$ cat src/rtl/write_latency.sv
// write_latency
//   Measures the latency of a single global-memory store. One kernel call
//   (Avalon-ST style valid/ready) issues exactly one burst-1 Avalon-MM write
//   and counts CLK cycles until dst_writeack. The count is the call result.
//
//   Configuration macro: WRITE_LATENCY_VERIFY_EN
//     defined     - after the ack, the same line is read back and the stored
//                   lane is compared. The result is the cycle count on a match
//                   and 0 on a mismatch.
//     not defined - no read-back. dst_read is tied 0 and the result is the
//                   cycle count.
//
//   Parameters
//     WIDTH    bits of the stored value (power of 2, 8..512)
//     TIMEOUT  cycles without writeack before the access is abandoned
//
//   Ports
//     CLK, RST                      clock, synchronous active-high reset
//     m_dst_addr, m_input_index,    call arguments: buffer base (bytes),
//     m_input_value                 element index, value to store
//     m_valid_in / m_ready_out      call handshake
//     m_valid_out / m_ready_in      result handshake
//     m_output_value                latency (0 = verify fail, FFFFFFFF = timeout)
//     dst_*                         512-bit Avalon-MM master
module write_latency #(
  parameter int          WIDTH   = 32,
  parameter logic [31:0] TIMEOUT = 32'hFFFFFFF
) (
  input  logic             CLK,
  input  logic             RST,
  input  logic [63:0]      m_dst_addr,
  input  logic [31:0]      m_input_index,
  input  logic [WIDTH-1:0] m_input_value,
  output logic [31:0]      m_output_value,
  output logic             m_ready_out,
  input  logic             m_valid_in,
  output logic             m_valid_out,
  input  logic             m_ready_in,
  output logic [31:0]      dst_address,
  output logic             dst_write,
  output logic             dst_read,
  input  logic             dst_waitrequest,
  input  logic             dst_writeack,
  input  logic [511:0]     dst_readdata,
  input  logic             dst_readdatavalid,
  output logic [511:0]     dst_writedata,
  output logic [63:0]      dst_byteenable,
  output logic [4:0]       dst_burstcount
);

  localparam int LANE_BYTES = WIDTH / 8;
  localparam int LANES      = 512 / WIDTH;
  localparam int SH         = $clog2(LANE_BYTES);
  localparam int LW         = (LANES > 1) ? $clog2(LANES) : 1;

  typedef enum logic [2:0] {IDLE, WREQ, WACK, RREQ, RDAT, DONE} state_t;

  state_t state_reg, state_next;

  logic [31:0]      address_reg;
  logic [511:0]     writedata_reg;
  logic [63:0]      byteenable_reg;
  logic [31:0]      cycle_reg;
  logic [31:0]      result_reg;

  logic             start;
  logic [31:0]      byte_addr;
  logic [LW-1:0]    lane_next;
  logic [511:0]     writedata_next;
  logic [63:0]      byteenable_next;
  logic [31:0]      cycle_inc;
  logic             timeout_hit;
  logic             in_write;

  assign start       = m_ready_out & m_valid_in;
  // Only the low 32 address bits reach the port, so the sum is taken mod 2^32.
  assign byte_addr   = m_dst_addr[31:0] + (m_input_index << SH);
  assign lane_next   = LW'(byte_addr[5:0] >> SH);
  assign cycle_inc   = (cycle_reg == 32'hFFFF_FFFF) ? cycle_reg : cycle_reg + 32'd1;
  assign timeout_hit = (cycle_reg == TIMEOUT);
  assign in_write    = (state_reg == WREQ) || (state_reg == WACK);

  // Place the value in its lane of the 512-bit line, zero elsewhere.
  for (genvar gi = 0; gi < LANES; gi++) begin : g_lane
    assign writedata_next[gi*WIDTH +: WIDTH] =
      (lane_next == LW'(gi)) ? m_input_value : '0;
    assign byteenable_next[gi*LANE_BYTES +: LANE_BYTES] =
      (lane_next == LW'(gi)) ? '1 : '0;
  end

`ifdef WRITE_LATENCY_VERIFY_EN
  localparam state_t AFTER_ACK = RREQ;

  logic [LW-1:0]    lane_reg;
  logic [WIDTH-1:0] value_reg;
  logic [31:0]      rd_wait_reg;
  logic [WIDTH-1:0] rd_lanes [LANES];
  logic             rd_timeout;
  logic             rd_match;

  for (genvar gi = 0; gi < LANES; gi++) begin : g_rd_lane
    assign rd_lanes[gi] = dst_readdata[gi*WIDTH +: WIDTH];
  end

  // Read cycles are not part of the latency, so the read phase has its own
  // timeout counter.
  assign rd_timeout = (rd_wait_reg == TIMEOUT);
  assign rd_match   = (rd_lanes[lane_reg] == value_reg);
  assign dst_read   = (state_reg == RREQ);

  logic unused_bits;
  assign unused_bits = ^{m_dst_addr[63:32]};
`else
  localparam state_t AFTER_ACK = DONE;

  assign dst_read = 1'b0;

  logic unused_bits;
  assign unused_bits = ^{m_dst_addr[63:32], dst_readdata, dst_readdatavalid};
`endif

  // State register
  always_ff @(posedge CLK) begin
    if (RST) state_reg <= IDLE;
    else     state_reg <= state_next;
  end

  // Next-state logic. A writeack wins over a timeout in the same cycle since
  // the store did complete.
  always_comb begin
    state_next = state_reg;
    case (state_reg)
      IDLE: if (start) state_next = WREQ;
      WREQ: begin
        if (dst_writeack)          state_next = AFTER_ACK;
        else if (timeout_hit)      state_next = DONE;
        else if (!dst_waitrequest) state_next = WACK;
      end
      WACK: begin
        if (dst_writeack)     state_next = AFTER_ACK;
        else if (timeout_hit) state_next = DONE;
      end
`ifdef WRITE_LATENCY_VERIFY_EN
      RREQ: begin
        if (rd_timeout)            state_next = DONE;
        else if (!dst_waitrequest) state_next = RDAT;
      end
      RDAT: begin
        if (dst_readdatavalid) state_next = DONE;
        else if (rd_timeout)   state_next = DONE;
      end
`endif
      DONE: if (m_ready_in) state_next = IDLE;
      default: state_next = IDLE;
    endcase
  end

  // Datapath: request capture, latency counter and result.
  always_ff @(posedge CLK) begin
    if (RST) begin
      address_reg    <= '0;
      writedata_reg  <= '0;
      byteenable_reg <= '0;
      cycle_reg      <= '0;
      result_reg     <= '0;
`ifdef WRITE_LATENCY_VERIFY_EN
      lane_reg       <= '0;
      value_reg      <= '0;
      rd_wait_reg    <= '0;
`endif
    end else begin
      case (state_reg)
        IDLE: begin
          if (start) begin
            address_reg    <= {byte_addr[31:6], 6'b0};
            writedata_reg  <= writedata_next;
            byteenable_reg <= byteenable_next;
            cycle_reg      <= '0;
`ifdef WRITE_LATENCY_VERIFY_EN
            lane_reg       <= lane_next;
            value_reg      <= m_input_value;
`endif
          end
        end
        WREQ, WACK: begin
          // The ack cycle itself is not counted.
          if (dst_writeack) begin
`ifdef WRITE_LATENCY_VERIFY_EN
            rd_wait_reg <= '0;
`else
            result_reg  <= cycle_reg;
`endif
          end else if (timeout_hit) begin
            result_reg <= 32'hFFFF_FFFF;
          end else begin
            cycle_reg <= cycle_inc;
          end
        end
`ifdef WRITE_LATENCY_VERIFY_EN
        RREQ, RDAT: begin
          if (state_reg == RDAT && dst_readdatavalid)
            result_reg <= rd_match ? cycle_reg : 32'd0;
          else if (rd_timeout)
            result_reg <= 32'hFFFF_FFFF;
          else
            rd_wait_reg <= (rd_wait_reg == 32'hFFFF_FFFF) ? rd_wait_reg : rd_wait_reg + 32'd1;
        end
`endif
        default: ;
      endcase
    end
  end

  assign m_ready_out    = (state_reg == IDLE);
  assign m_valid_out    = (state_reg == DONE);
  assign m_output_value = result_reg;
  assign dst_write      = (state_reg == WREQ);
  assign dst_address    = address_reg;
  assign dst_writedata  = writedata_reg;
  assign dst_byteenable = byteenable_reg;
  assign dst_burstcount = 5'd1;

endmodule
$ cat config.mk
export PLATFORM = sky130hd
export DESIGN_NAME = write_latency
export DESIGN_NICKNAME = d
export VERILOG_FILES = /design/src/rtl/write_latency.sv
export SDC_FILE = /design/constraint.sdc
export NUM_CORES = 1
export LEC_CHECK = 0
export ABC_AREA = 0
export BUFFER_PORTS_ARGS = -buffer_cell sky130_fd_sc_hd__buf_2
export CAP_MARGIN = 20
export CORE_AREA = 10 10 501 503
export CTS_BUF_LIST = sky130_fd_sc_hd__clkbuf_8 sky130_fd_sc_hd__clkbuf_16
export CTS_CLUSTER_DIAMETER = 100
export DETAILED_ROUTE_END_ITERATION = 10
export DIE_AREA = 0 0 511 513
export PLACE_DENSITY_LB_ADDON = 0.05
export SYNTH_ARGS = -nofsm -noshare
export SYNTH_HDL_FRONTEND = slang
export SYNTH_SLANG_ARGS = --single-unit
$ cat constraint.sdc
create_clock -name CLK -period 3.5 [get_ports CLK]
set_input_delay 0.35 -clock CLK [delete_from_list [all_inputs] [get_ports CLK]]
set_output_delay 0.35 -clock CLK [all_outputs]
set_load 0.01 [all_outputs]
==> impl_metrics.env <==
export IMPL_status="finished, final reports clean"
export IMPL_slew_viol_final=0
export IMPL_synth_enable_flop_cells=0
export IMPL_drv_cap=0
export IMPL_yosys_warnings=0
export IMPL_crit_chain="nand4_1 -> nor4_1 -> nor3b_2 -> a21oi_1 -> nor3_4 -> buf_4 -> nor2_1 -> nor2_1 -> dlygate4sd3_1"
export IMPL_ios=1296
export IMPL_hold_depth=2
export IMPL_synth_seq_area_share_pct=56.42
export IMPL_fillCellCount=27300
export IMPL_cp_common_cell="nor2_1"
export IMPL_met3_usage_pct=4.987
export IMPL_num_vias=19130
export IMPL_viasPerCell=3.147
export IMPL_grt_use_met2_pct=16.35
export IMPL_cts_buffers=94
export IMPL_gp_congestion=0.6935
export IMPL_grt_total_usage_pct=10.75
export IMPL_final_common_cell="buf_2"
export IMPL_drt_initial_drc_count=940
export IMPL_fin_crit_sh_pct=86.97
export IMPL_cp_end_kind="flip-flop"
export IMPL_grt_pass1_wl_um=196000
export IMPL_clk_pin_slew_ns=0.06
export IMPL_layout_common_cells="buf_2 (733), dfxtp_1 (621), a22o_1 (354)"
export IMPL_worst_path_largest_cell_delay_ns=0.54
export IMPL_worst_path_dominant_cell_family="simple AND/OR/NAND/NOR gates"
export IMPL_r2r_slack_ns=0.46
export IMPL_drc=0
export IMPL_placed_area_um2=29310
export IMPL_busiest_layer="met2"
export IMPL_start_util_pct=9.170
export IMPL_routed_wirelength_um=147100
export IMPL_drt_pass1_iter_count=5
export IMPL_postLayoutCoreUtil_pct=13.60
export IMPL_fin_crit_ns=3.044
export IMPL_grt_max_degree=83
export IMPL_clk_latency_ns=0.72
export IMPL_core_um2=240300
export IMPL_timing_critical_path_from_type="flip-flop"
export IMPL_first_global_vias=20000
export IMPL_combPwrFrac_pct=10.6
export IMPL_clock_skew_final_ns=0.04472
export IMPL_ys_types=65
export IMPL_setup_violations=0
export IMPL_hold_path_endpoint="dst_writedata[478]$_SDFFE_PP0P_"
export IMPL_p_clk_share_pct=50.9
export IMPL_cp_startpoint="cycle_reg[11]$_SDFFE_PP0P_"
export IMPL_syn_area_per_cell_um2=10.31
export IMPL_die_area_um2=262100
export IMPL_path_buf_inv=2
export IMPL_power_leakage_nw=13.95
export IMPL_hold_path_class="input port to flip-flop"
export IMPL_async_reset_ff_share_pct=0
export IMPL_synth_area_um2=22040
export IMPL_cp_max_fo=19
export IMPL_die_w_um=511
export IMPL_r2r_end="state_reg[2]$_SDFFE_PP0P_"
export IMPL_ctsResizeCount=0
export IMPL_synthFlopType="dfxtp_1"
export IMPL_p_switching_mw=5.531
export IMPL_cts_path_max_buffers=3
export IMPL_port_buffers=734
export IMPL_fin_nets=3494
export IMPL_max_freq_mhz=328.5
export IMPL_p_seq_share_pct=38.5
export IMPL_rsz0062_at_grt="false"
export IMPL_regArea_um2=12430
export IMPL_clk_root_buffer_cell="clkbuf_16"
export IMPL_area_growth_pct=48.33
export IMPL_ctsHoldBuffers=19
export IMPL_r2r_start="cycle_reg[11]$_SDFFE_PP0P_"
export IMPL_wl_per_cell_um=24.21
export IMPL_post_cts_buffers=0
export IMPL_hold_viol_final=0
export IMPL_worstPathArrival_ns=3.70
export IMPL_largest_reg_flops=512
export IMPL_p_sw_share_pct=28.79
export IMPL_worst_pin_slew_ns=0.8999
export IMPL_die_height_um=513
export IMPL_multi_input_area_um2=8453
export IMPL_antenna_found_initial=28
export IMPL_cp_slowest_cell="dlygate4sd3_1"
export IMPL_grt_overflow=0
export IMPL_relSlewSlack_pct=39.88
export IMPL_internal_power_mw=13.68
export IMPL_antenna_left=0
export IMPL_crit_type="flip-flop to flip-flop"
export IMPL_syn_inst=2138
export IMPL_required_ns=4.16
export IMPL_cts_num_sinks=621
export IMPL_rows=180
export IMPL_ir_worst_vdd_mv=0.3558
export IMPL_power_density_nw_per_um2=587.7
export IMPL_cts_tree="yes"
export IMPL_fin_area_um2=32690
export IMPL_synth_seq_cells=621
export IMPL_r2r_cells=9
export IMPL_drive_above_1_share_pct=33.80
export IMPL_hold_start="m_input_value[30]"
export IMPL_htree_num_levels=3
export IMPL_use_met1_pct=13.71
export IMPL_tns_ns=0
export IMPL_hpwlAfterDp_um=112200
-- cell usage after synthesis (3+ instances only) --
cell type | n | area share, %
nand3_1 | 27 | 0.61
a31oi_1 | 7 | 0.20
and3_1 | 13 | 0.37
buf_2 | 51 | 1.2
buf_4 | 60 | 2.0
xnor2_1 | 21 | 0.83
nor2b_1 | 35 | 0.99
buf_1 | 4 | 0.068
nand4_1 | 21 | 0.60
o21ai_0 | 143 | 3.2
nor3_1 | 12 | 0.27
ha_1 | 30 | 1.7
nand2_1 | 265 | 4.5
mux2i_1 | 3 | 0.14
inv_1 | 12 | 0.20
a21oi_1 | 54 | 1.2
o211ai_1 | 3 | 0.10
a21o_1 | 18 | 0.61
o21bai_1 | 4 | 0.14
a22o_1 | 354 | 14
or3_1 | 3 | 0.085
nor2_1 | 70 | 1.2
a2111oi_0 | 4 | 0.16
nand2b_1 | 6 | 0.17
clkbuf_1 | 119 | 2.0
nor4_1 | 3 | 0.085
and4_1 | 4 | 0.16
o21ai_1 | 45 | 1.0
and2_1 | 4 | 0.11
dfxtp_1 | 621 | 56
buf_6 | 6 | 0.31
o221a_1 | 32 | 1.6
xor2_1 | 36 | 1.4
a211oi_1 | 8 | 0.27
nor2_2 | 4 | 0.11
-- cell type report --
type                    count  share of cell area, %
repair buffers            812                  14.03
diodes                      8                0.06125
well taps                3185                  12.19
clock inverters            49                  1.516
multi-input cells        1274                  25.86
flip-flops and latches    621                  38.03
inverters                  13                 0.1531
clock buffers             116                  8.157
-- cell families after synthesis --
group           synth area share (%)
compound gates                 23.51
flops                          56.42
simple gates                   9.897
buf+inv                        5.825
xor+xnor                       2.339
fa+ha+maj                      1.794
mux                           0.1874
other cells                  0.03408
-- power by group through the flow --
stage               logic (mW)  clock network (mW)  registers [mW]
finish                    2.04                9.77            7.40
global route              2.27                10.5            7.42
CTS                       2.15                10.3            7.41
detailed placement        2.12                   0            7.55
global placement          2.16                   0            7.55
floorplan                0.926                   0            7.60
-- worst max path at each step --
stage                                         endpoint  depth (start not counted)
final                        state_reg[2]$_SDFFE_PP0P_                          9
after global routing         state_reg[2]$_SDFFE_PP0P_                          9
after CTS                    state_reg[2]$_SDFFE_PP0P_                          9
after detailed placement  dst_address[28]$_SDFFE_PP0P_                         10
after global placement    dst_address[28]$_SDFFE_PP0P_                         10
after floorplan           dst_address[28]$_SDFFE_PP0P_                          9
-- stage by stage --
stage | worst slack, ns | power (mW) | instances | hold slack (ns)
2_1_floorplan | 1.099 | 8.529 | 2148 | 0.4697
4_1_cts | 0.2916 | 19.85 | 6070 | 0.005547
3_5_place_dp | 0.1609 | 9.676 | 5886 | 0.4366
5_1_grt | 0.09610 | 20.20 | 6072 | 0.02632
6_report | 0.4560 | 19.21 | 6078 | 0.05123
3_3_place_gp | 0.1856 | 9.711 | 5885 | 0.4314
-- layer usage --
layer	up-vias	share of wire [%]
met5	-	0.080
met4	18	2.0
met3	142	9.9
met2	785	42
met1	9163	45
li1	9017	-
No activity file was read; power rests on OpenSTA's default activity.
